## config.mk

```make
export PLATFORM = sky130hd
export DESIGN_NAME = iob_axistream_in_flat
export DESIGN_NICKNAME = d
export VERILOG_FILES = /design/src/rtl/iob_axistream_in_if.sv /design/src/rtl/iob_axistream_in.sv /design/src/flat_wrapper.sv
export SDC_FILE = /design/constraint.sdc
export NUM_CORES = 1
export LEC_CHECK = 0
export ABC_AREA = 1
export CORE_MARGIN = 2
export CORE_UTILIZATION = 55
export CTS_BUF_LIST = sky130_fd_sc_hd__clkbuf_4 sky130_fd_sc_hd__clkbuf_8 sky130_fd_sc_hd__clkbuf_16
export CTS_CLUSTER_SIZE = 25
export DETAILED_ROUTE_END_ITERATION = 10
export PLACE_DENSITY = 0.79
export SLEW_MARGIN = 20
export SYNTH_ARGS = -nofsm -noshare
export SYNTH_HDL_FRONTEND = slang
export SYNTH_SLANG_ARGS = --single-unit
```

## constraint.sdc

```tcl
create_clock -name i_clk -period 3.7 [get_ports i_clk]
set_clock_uncertainty 0.15 [all_clocks]
set_input_delay 0.74 -clock i_clk [delete_from_list [all_inputs] [get_ports i_clk]]
set_output_delay 0.74 -clock i_clk [all_outputs]
set_load 0.02 [all_outputs]
```

## src/rtl/iob_axistream_in_if.sv

```systemverilog
// CPU iob request/response and AXI-Stream receive signals for iob_axistream_in.
// slave = the peripheral side, master = the CPU/stream source side.
interface iob_axistream_in_if #(
  parameter int DATA_W  = 32,
  parameter int ADDR_W  = 4,
  parameter int TDATA_W = 8
);
  logic                  valid;
  logic [ADDR_W-1:0]     address;
  logic [DATA_W-1:0]     wdata;
  logic [DATA_W/8-1:0]   wstrb;
  logic [DATA_W-1:0]     rdata;
  logic                  ready;
  logic [TDATA_W-1:0]    tdata;
  logic                  tvalid;
  logic                  tready;
  logic                  tlast;

  modport slave (
    input  valid, address, wdata, wstrb, tdata, tvalid, tlast,
    output rdata, ready, tready
  );

  modport master (
    output valid, address, wdata, wstrb, tdata, tvalid, tlast,
    input  rdata, ready, tready
  );
endinterface

```

## src/rtl/iob_axistream_in.sv

```systemverilog
// AXI-Stream receive FIFO read by the CPU (DATA/STATUS/LEVEL/CTRL); CPU response 1 cycle, never stalls.
// tready drops when full, or while a frame is held if IOB_AXISTREAM_IN_TLAST_STOP_EN is defined.
module iob_axistream_in #(
  parameter int TDATA_W         = 8,
  parameter int FIFO_DEPTH_LOG2 = 4,
  parameter int DATA_W          = 32,
  parameter int ADDR_W          = 4
) (
  input logic               i_clk,
  input logic               i_rst,
  iob_axistream_in_if.slave io_bus
);
  localparam int DEPTH = 1 << FIFO_DEPTH_LOG2;
  localparam int LVL_W = FIFO_DEPTH_LOG2 + 1;
  localparam int PTR_W = FIFO_DEPTH_LOG2;
  localparam int WA_W  = ADDR_W - 2;

  logic [TDATA_W:0]     r_mem [DEPTH];
  logic [PTR_W-1:0]     r_wptr;
  logic [PTR_W-1:0]     r_rptr;
  logic [LVL_W-1:0]     r_level;
  logic                 r_underflow;
  logic                 r_ready;
  logic [DATA_W-1:0]    r_rdata;

  logic                 w_empty;
  logic                 w_full;
  logic                 w_frame_hold;
  logic                 w_tready;
  logic                 w_push;
  logic                 w_pop;
  logic                 w_flush;
  logic                 w_is_rd;
  logic                 w_is_wr;
  logic [WA_W-1:0]      w_word;
  logic                 w_sel_data;
  logic                 w_sel_status;
  logic                 w_sel_level;
  logic                 w_sel_ctrl;
  logic                 w_uflow_set;
  logic                 w_status_rd;
  logic [TDATA_W:0]     w_head;
  logic [DATA_W-1:0]    w_rdata_nxt;
  logic                 w_unused_ok;

  // full is taken from registered level, so a same-cycle pop never frees a slot early
  assign w_empty  = (r_level == '0);
  assign w_full   = (r_level == LVL_W'(DEPTH));
  assign w_tready = ~w_full & ~w_frame_hold;
  assign w_push   = io_bus.tvalid & w_tready;

  assign w_is_rd      = io_bus.valid & (io_bus.wstrb == '0);
  assign w_is_wr      = io_bus.valid & (io_bus.wstrb != '0);
  assign w_word       = io_bus.address[ADDR_W-1:2];
  assign w_sel_data   = (w_word == WA_W'(0));
  assign w_sel_status = (w_word == WA_W'(1));
  assign w_sel_level  = (w_word == WA_W'(2));
  assign w_sel_ctrl   = (w_word == WA_W'(3));

  assign w_pop       = w_is_rd & w_sel_data & ~w_empty;
  assign w_uflow_set = w_is_rd & w_sel_data & w_empty;
  assign w_status_rd = w_is_rd & w_sel_status;
  assign w_flush     = w_is_wr & w_sel_ctrl & io_bus.wdata[0];

  assign w_head      = r_mem[r_rptr];
  assign w_unused_ok = ^{io_bus.wdata[DATA_W-1:1], io_bus.address[1:0]};

`ifdef IOB_AXISTREAM_IN_TLAST_STOP_EN
  logic r_frame_hold;

  always_ff @(posedge i_clk) begin
    if (i_rst) begin
      r_frame_hold <= 1'b0;
    end else if (w_flush) begin
      r_frame_hold <= 1'b0;
    end else if (w_push && io_bus.tlast) begin
      r_frame_hold <= 1'b1;
    end else if (w_pop && w_head[TDATA_W]) begin
      r_frame_hold <= 1'b0;
    end
  end

  assign w_frame_hold = r_frame_hold;
`else
  assign w_frame_hold = 1'b0;
`endif

  always_comb begin
    w_rdata_nxt = '0;
    if (w_is_rd) begin
      if (w_sel_data && !w_empty) begin
        w_rdata_nxt[TDATA_W-1:0] = w_head[TDATA_W-1:0];
        w_rdata_nxt[DATA_W-1]    = w_head[TDATA_W];
      end else if (w_sel_status) begin
        w_rdata_nxt[3:0] = {w_frame_hold, r_underflow, w_full, w_empty};
      end else if (w_sel_level) begin
        w_rdata_nxt = DATA_W'(r_level);
      end
    end
  end

  // flush beats a simultaneous push: the beat is dropped, not written
  always_ff @(posedge i_clk) begin
    if (w_push && !w_flush) begin
      r_mem[r_wptr] <= {io_bus.tlast, io_bus.tdata};
    end
  end

  always_ff @(posedge i_clk) begin
    if (i_rst) begin
      r_wptr  <= '0;
      r_rptr  <= '0;
      r_level <= '0;
      r_ready <= 1'b0;
      r_rdata <= '0;
    end else begin
      r_ready <= io_bus.valid;
      r_rdata <= w_rdata_nxt;
      if (w_flush) begin
        r_wptr  <= '0;
        r_rptr  <= '0;
        r_level <= '0;
      end else begin
        if (w_push) r_wptr <= r_wptr + PTR_W'(1);
        if (w_pop)  r_rptr <= r_rptr + PTR_W'(1);
        case ({w_push, w_pop})
          2'b10:   r_level <= r_level + LVL_W'(1);
          2'b01:   r_level <= r_level - LVL_W'(1);
          default: r_level <= r_level;
        endcase
      end
    end
  end

  // the status read returns the sticky bit before clearing it
  always_ff @(posedge i_clk) begin
    if (i_rst) begin
      r_underflow <= 1'b0;
    end else if (w_uflow_set) begin
      r_underflow <= 1'b1;
    end else if (w_status_rd) begin
      r_underflow <= 1'b0;
    end
  end

  assign io_bus.tready = w_tready;
  assign io_bus.ready  = r_ready;
  assign io_bus.rdata  = r_rdata;
endmodule

```

## src/flat_wrapper.sv

```systemverilog
// flat-port wrapper written by rule: the top's interface ports become plain ports
module iob_axistream_in_flat 
#(
  parameter int TDATA_W         = 8,
  parameter int FIFO_DEPTH_LOG2 = 4,
  parameter int DATA_W          = 32,
  parameter int ADDR_W          = 4
)
  (i_clk, i_rst, io_bus_valid, io_bus_address, io_bus_wdata, io_bus_wstrb, io_bus_tdata, io_bus_tvalid, io_bus_tlast, io_bus_rdata, io_bus_ready, io_bus_tready);
  iob_axistream_in_if #(.DATA_W(DATA_W), .ADDR_W(ADDR_W), .TDATA_W(TDATA_W)) io_bus_i ();
  input logic i_clk;
  input logic i_rst;
  input wire logic [$bits(io_bus_i.valid)-1:0] io_bus_valid;
  input wire logic [$bits(io_bus_i.address)-1:0] io_bus_address;
  input wire logic [$bits(io_bus_i.wdata)-1:0] io_bus_wdata;
  input wire logic [$bits(io_bus_i.wstrb)-1:0] io_bus_wstrb;
  input wire logic [$bits(io_bus_i.tdata)-1:0] io_bus_tdata;
  input wire logic [$bits(io_bus_i.tvalid)-1:0] io_bus_tvalid;
  input wire logic [$bits(io_bus_i.tlast)-1:0] io_bus_tlast;
  output wire logic [$bits(io_bus_i.rdata)-1:0] io_bus_rdata;
  output wire logic [$bits(io_bus_i.ready)-1:0] io_bus_ready;
  output wire logic [$bits(io_bus_i.tready)-1:0] io_bus_tready;
  assign io_bus_i.valid = io_bus_valid;
  assign io_bus_i.address = io_bus_address;
  assign io_bus_i.wdata = io_bus_wdata;
  assign io_bus_i.wstrb = io_bus_wstrb;
  assign io_bus_i.tdata = io_bus_tdata;
  assign io_bus_i.tvalid = io_bus_tvalid;
  assign io_bus_i.tlast = io_bus_tlast;
  assign io_bus_rdata = io_bus_i.rdata;
  assign io_bus_ready = io_bus_i.ready;
  assign io_bus_tready = io_bus_i.tready;
  iob_axistream_in #(.TDATA_W(TDATA_W), .FIFO_DEPTH_LOG2(FIFO_DEPTH_LOG2), .DATA_W(DATA_W), .ADDR_W(ADDR_W)) u_core (.i_clk(i_clk), .i_rst(i_rst), .io_bus(io_bus_i));
endmodule
```

* Word level (Yosys, flattened, before mapping)
Memory sizes are Yosys's and may differ from the RTL's. A register that Yosys moved wholly into a read port is not among the register bits. Index checks and enable logic that the tools add are counted.
Storage, ports and cells: bits in writable memories 144, input port bits 53, memories 1, output and inout port bits 34, flip-flop bits (word level) 47
Memories:
- u_core.r_mem | depth 16, width 9, rd ports 1, clocked after Yosys merged registers in 1, write ports 1, line iob_axistream_in.sv:18 | logic [TDATA_W:0] r_mem [DEPTH];
Operators by class: reductions and logical operators 13, $add $sub $neg 4, multiplexer cells 12, bitwise gates (word level) 12, eq/ne operators 6
Operators with widths (count):
- 28-bit 2-to-1 mux | 1
- 4-bit 2-to-1 mux | 3
- 5-bit case mux with 2 select lines | 1
- 1-bit bitwise AND | 9
- 4-bit by 1-bit adder with 4-bit output, second input constant | 2
- 8-bit 2-to-1 mux | 1
- 2-bit == test, second input constant | 3
- 5-bit by 1-bit adder with 5-bit output, second input constant | 1
- 5-bit == test, second input constant | 1
- 5-bit logical NOT | 1
- 1-bit 2-to-1 mux | 5
- 5-bit 2-to-1 mux | 1
- 5-bit by 1-bit subtractor with 5-bit output, second input constant | 1
- 2-bit by 1-bit == test with 1-bit output, second input constant | 2
- 4-bit logical NOT | 1
- 2-bit nonzero test | 2
- 4-bit nonzero test | 1
- 2-bit OR reduction | 2
- 4-bit OR reduction | 1
- 1-bit inverter | 3
- 1-bit logical AND | 2
- 1-bit logical NOT | 2
- 2-bit logical NOT | 1

* Longest topological paths before layout
depth in word-level cells 8, depth in mapped cells 14, depth with buffers taken out 14

* Worst setup path after synthesis
No wires, ideal clock.
path kind in2reg, start point input io_bus_wstrb[1], end point memory u_core.r_mem[10][0] in the netlist's numbering, enable pin, required time 3163 ps, path buffers 0, stages 7, path slack 1114 ps, arrival 2049 ps, setup time 387 ps, cell sequence nor2_2 > a21oi_1 > nand4_1 > inv_1 > nor2_1 > inv_1 > nor3_1
Between the ends: longest elaborated chain between the ends 8
RTL lines:
- start, declared | line flat_wrapper.sv:16 | input wire logic [$bits(io_bus_i.wstrb)-1:0] io_bus_wstrb;
- 4-bit nonzero test | line iob_axistream_in.sv:53 | assign w_is_wr = io_bus.valid & (io_bus.wstrb != '0);
- 1-bit bitwise AND | line iob_axistream_in.sv:53
- 1-bit bitwise AND (2 in a row) | line iob_axistream_in.sv:63 | assign w_flush = w_is_wr & w_sel_ctrl & io_bus.wdata[0];
- 1-bit logical NOT | line iob_axistream_in.sv:104 | if (w_push && !w_flush) begin
- 1-bit logical AND | line iob_axistream_in.sv:104
- 1-bit 2-to-1 mux | line iob_axistream_in.sv:104
- 1-bit 2-to-1 mux (not written as such) | line iob_axistream_in.sv:105 | r_mem[r_wptr] <= {io_bus.tlast, io_bus.tdata};
- end, declared | line iob_axistream_in.sv:18
Every way passes these cells.

* Final worst setup path
start point input io_bus_wstrb[0], end point memory u_core.r_mem[13][8] in the netlist's numbering, enable pin
Same word-level chain as after synthesis.

==> impl_metrics.csv <==
group,metric,value,unit
status,status,"completed",
die,die_h,119,µm
timing,worst_pin_slew,1.03,ns
job,maxCapViolCount,0,
synth,synth_cell_type_count,37,
timing,rsz0062_at_grt,"false",
clock_tree,cts_made_buffers,17,
synth,yosys.area.top_type,"edfxtp_1",
die,die_w,119,µm
routing,vias,4915,
die,start_util,57.0,%
critical_path,cp-end-kind,"flip-flop",
critical_path,worst-endpoint-required,3.69,ns
die,ios,87,
pwr,p_int,3.34,mW
global_routing,antenna_found_initial,0,
timing,setup_tns,0,ns
synth,synth-seq-area-share,67.4,%
placed_design,place_hpwl,9.29,mm
clock_tree,clockBufferDepth,2,
placed_design,port_buffers,30,
clock_tree,insertion_delay,0.43,ns
routing,routed_wl,15.7,mm
synth,synth_edf_count,144,
synth,synth-seq-cells,172,
global_routing,grt_max_degree,73,
hold_path,min-delay-start,"u_core.r_underflow$_SDFFE_PP0P_",
synth,syn_avg_cell_area,11.7,µm²
layout,design_area,8330,µm²
routing,first_pass_iters,5,
global_routing,grt-ovfl-total,0,
timing,finalCriticalPeriod,2.74,ns
critical_path,r2r_slack,1.26,ns
clock_tree,ctsResizeCount,0,
layout,antenna_cells,0,
synth,yosys_warnings,0,
synth,yosysTopAreaCellShare,59.6,%
layout,synthToLayoutAreaGrowth,15.0,%
clock_tree,hold_buffers,0,
global_routing,grt_pass1_wl,24.8,mm
layout,fin_nets,724,
timing,hold_ws,0.328,ns
layout,fillers,944,
timing,clock.fmax,365,MHz
die,die_area,14100,µm²
clock_tree,clkSinkCount,172,
hold_path,holdCritPathClass,"reg -> reg",
die,rows,41,
pwr,vdd_ir_drop_max,0.306,mV
clock_tree,clk_pin_slew_worst_paths,0.06,ns
pwr,clock_power_share,43.8,%
pwr,switching_share,20.4,%
pwr,p_comb_share,4.9,%
pwr,p_leak,2.96,nW
timing,slew_headroom,30.9,%
synth,async_flop_share,0,%
layout,drive_gt1_share,11.5,%
synth,synthTopCellsByArea,"edfxtp_1 (60%), dfxtp_1 (7.7%), o21ai_0 (5.9%)",
critical_path,path_max_fanout,6,
routing,drc,0,
die,placeableCoreArea,12700,µm²
clock_tree,cts_tree,"built",
timing,slew_viol_final,0,
critical_path,crit_path_start,"io_bus_wstrb[0]",
global_routing,grt_pass1_vias,4802,
pwr,p_sw,857,µW
timing,hold_violations,0,
placed_design,placed_area,7710,µm²
routing,wl_per_cell,18.5,µm
routing,via_per_inst,5.79,
timing,fin_crit_sh,74.1,%
critical_path,critPathLaunchType,"input pin",
synth,syn_inst,620,
placed_design,gp_congestion,0.820,
pwr,p_per_area,503,nW/µm²
global_routing,grt_use_total,23.3,%
critical_path,crit_type,"in -> reg",
clock_tree,cts_max_level,4,
clock_tree,post_cts_buffers,0,
synth,synthFlopType,"edfxtp_1",
pwr,power_frac_seq,51.3,%
pwr,power,4.20,mW
timing,setup_viol_count_final,0,
synth,syn_area,7250,µm²
routing,drtIter0Drc,657,
clock_tree,cts_root_buf,"clkbuf_16",
critical_path,critPathArrivalTime,2.73,ns
routing,ant_nets,0,
[placed cells by master (no fill, tap or decap), drive strengths merged]
| cell type | netlist | final |
|---|---|---|
| a21oi | 17 | 17 |
| nand3 | 24 | 24 |
| edfxtp | 144 | 144 |
| nor2 | 108 | 108 |
| o31ai | 1 | 1 |
| ha | 7 | 7 |
| clkinvlp | 0 | 1 |
| inv | 33 | 32 |
| clkbuf | 12 | 20 |
| nand4 | 6 | 6 |
| conb | 1 | 23 |
| o21ai | 89 | 89 |
| a22oi | 1 | 1 |
| clkinv | 1 | 9 |
| xor2 | 5 | 5 |
| nor3 | 9 | 9 |
| clkdlybuf4s50 | 0 | 30 |
| buf | 37 | 22 |
| bufinv | 0 | 4 |
| a31oi | 4 | 4 |
| nand2 | 55 | 55 |
| o221ai | 7 | 7 |
| o211ai | 5 | 5 |
| dfxtp | 28 | 28 |
| o22ai | 26 | 26 |
[cell families (layout without fill, tap and decap cells)]
group | count (synthesis) | in the layout | share of synthesized area (%)
adders and majority gates | 7 | 7 | 1.21
AOI/OAI and AO/OA | 150 | 150 | 11.6
and+or+nand+nor | 202 | 202 | 13.3
xor gates and xnor gates | 5 | 5 | 0.604
buffers and inverters | 83 | 118 | 5.92
DFF | 172 | 172 | 67.4
other | 1 | 23 | 0.0517
[state kept, by name (all words and copies together) (netlist names), named ones only]
signal,flops
u_core.r_wptr,4
u_core.io_bus.ready,1
u_core.r_level,5
u_core.r_rptr,4
u_core.r_underflow,1
u_core.io_bus.rdata,9
u_core.r_mem,144
[final timing paths]
check | end | cells past startpoint
worst min-delay path | u_core.r_underflow$_SDFFE_PP0P_ | 2
worst max register to register | u_core.io_bus.rdata[1]$_SDFF_PP0_ | 7
worst max-delay path | u_core.r_mem[13][8]$_DFFE_PP_ | 9
worst min register to register | u_core.r_underflow$_SDFFE_PP0P_ | 2
[metal layers]
| layer | GRT usage [%] | vias up | wire, µm |
|---|---|---|---|
| met5 | 0 | - | 0 |
| met4 | 11.6 | 0 | 527 |
| met2 | 37.8 | 230 | 7670 |
| li1 | - | 2268 | - |
| met1 | 29.2 | 2376 | 6340 |
| met3 | 5.89 | 41 | 1180 |
[critical path, cell delays in order]
cell and delay, ns:
clkdlybuf4s50_1 0.42, nor2_2 0.18, a21oi_1 0.08, nand4_1 0.07
inv_1 0.13, nor2_1 0.18, nand2_1 0.15, nor2_1 0.51
buf_4 0.26
[area by class of cell]
cell class / instances / area (µm²) / share of cell area [%]
flip-flops and latches: 172 / 4890 / 58.6
multi-input cells: 387 / 2020 / 24.2
repair buffers: 52 / 465 / 5.58
clock buffers: 20 / 448 / 5.37
well taps: 172 / 215 / 2.58
clock inverters: 12 / 171 / 2.06
inverters: 34 / 130 / 1.56
[cell usage after synthesis (all sizes together) (6+ instances only)]
cell and n:
a21oi 17, buf 37, clkbuf 12, dfxtp 28
edfxtp 144, ha 7, inv 33, nand2 55
nand3 24, nand4 6, nor2 108, nor3 9
o21ai 89, o221ai 7, o22ai 26
[per-stage QoR]
stage,worst slack [ns],utilization [%],std cells
global route,0.856,65.5,849
finish,0.957,65.5,849
detailed placement,0.534,60.6,817
global placement,0.602,60.6,817
CTS,0.979,65.5,849
floorplan,1.11,-,642
[power groups by stage]
stage,Clock (mW),Combinational [mW],Sequential [mW]
final,1.84,0.207,2.15
after CTS,1.85,0.207,2.15
after global placement,0,0.195,2.19
after detailed placement,0,0.205,2.19
after floorplan,0,0.142,2.19
after global routing,1.93,0.226,2.15
Power figures use the tool's default switching activity.
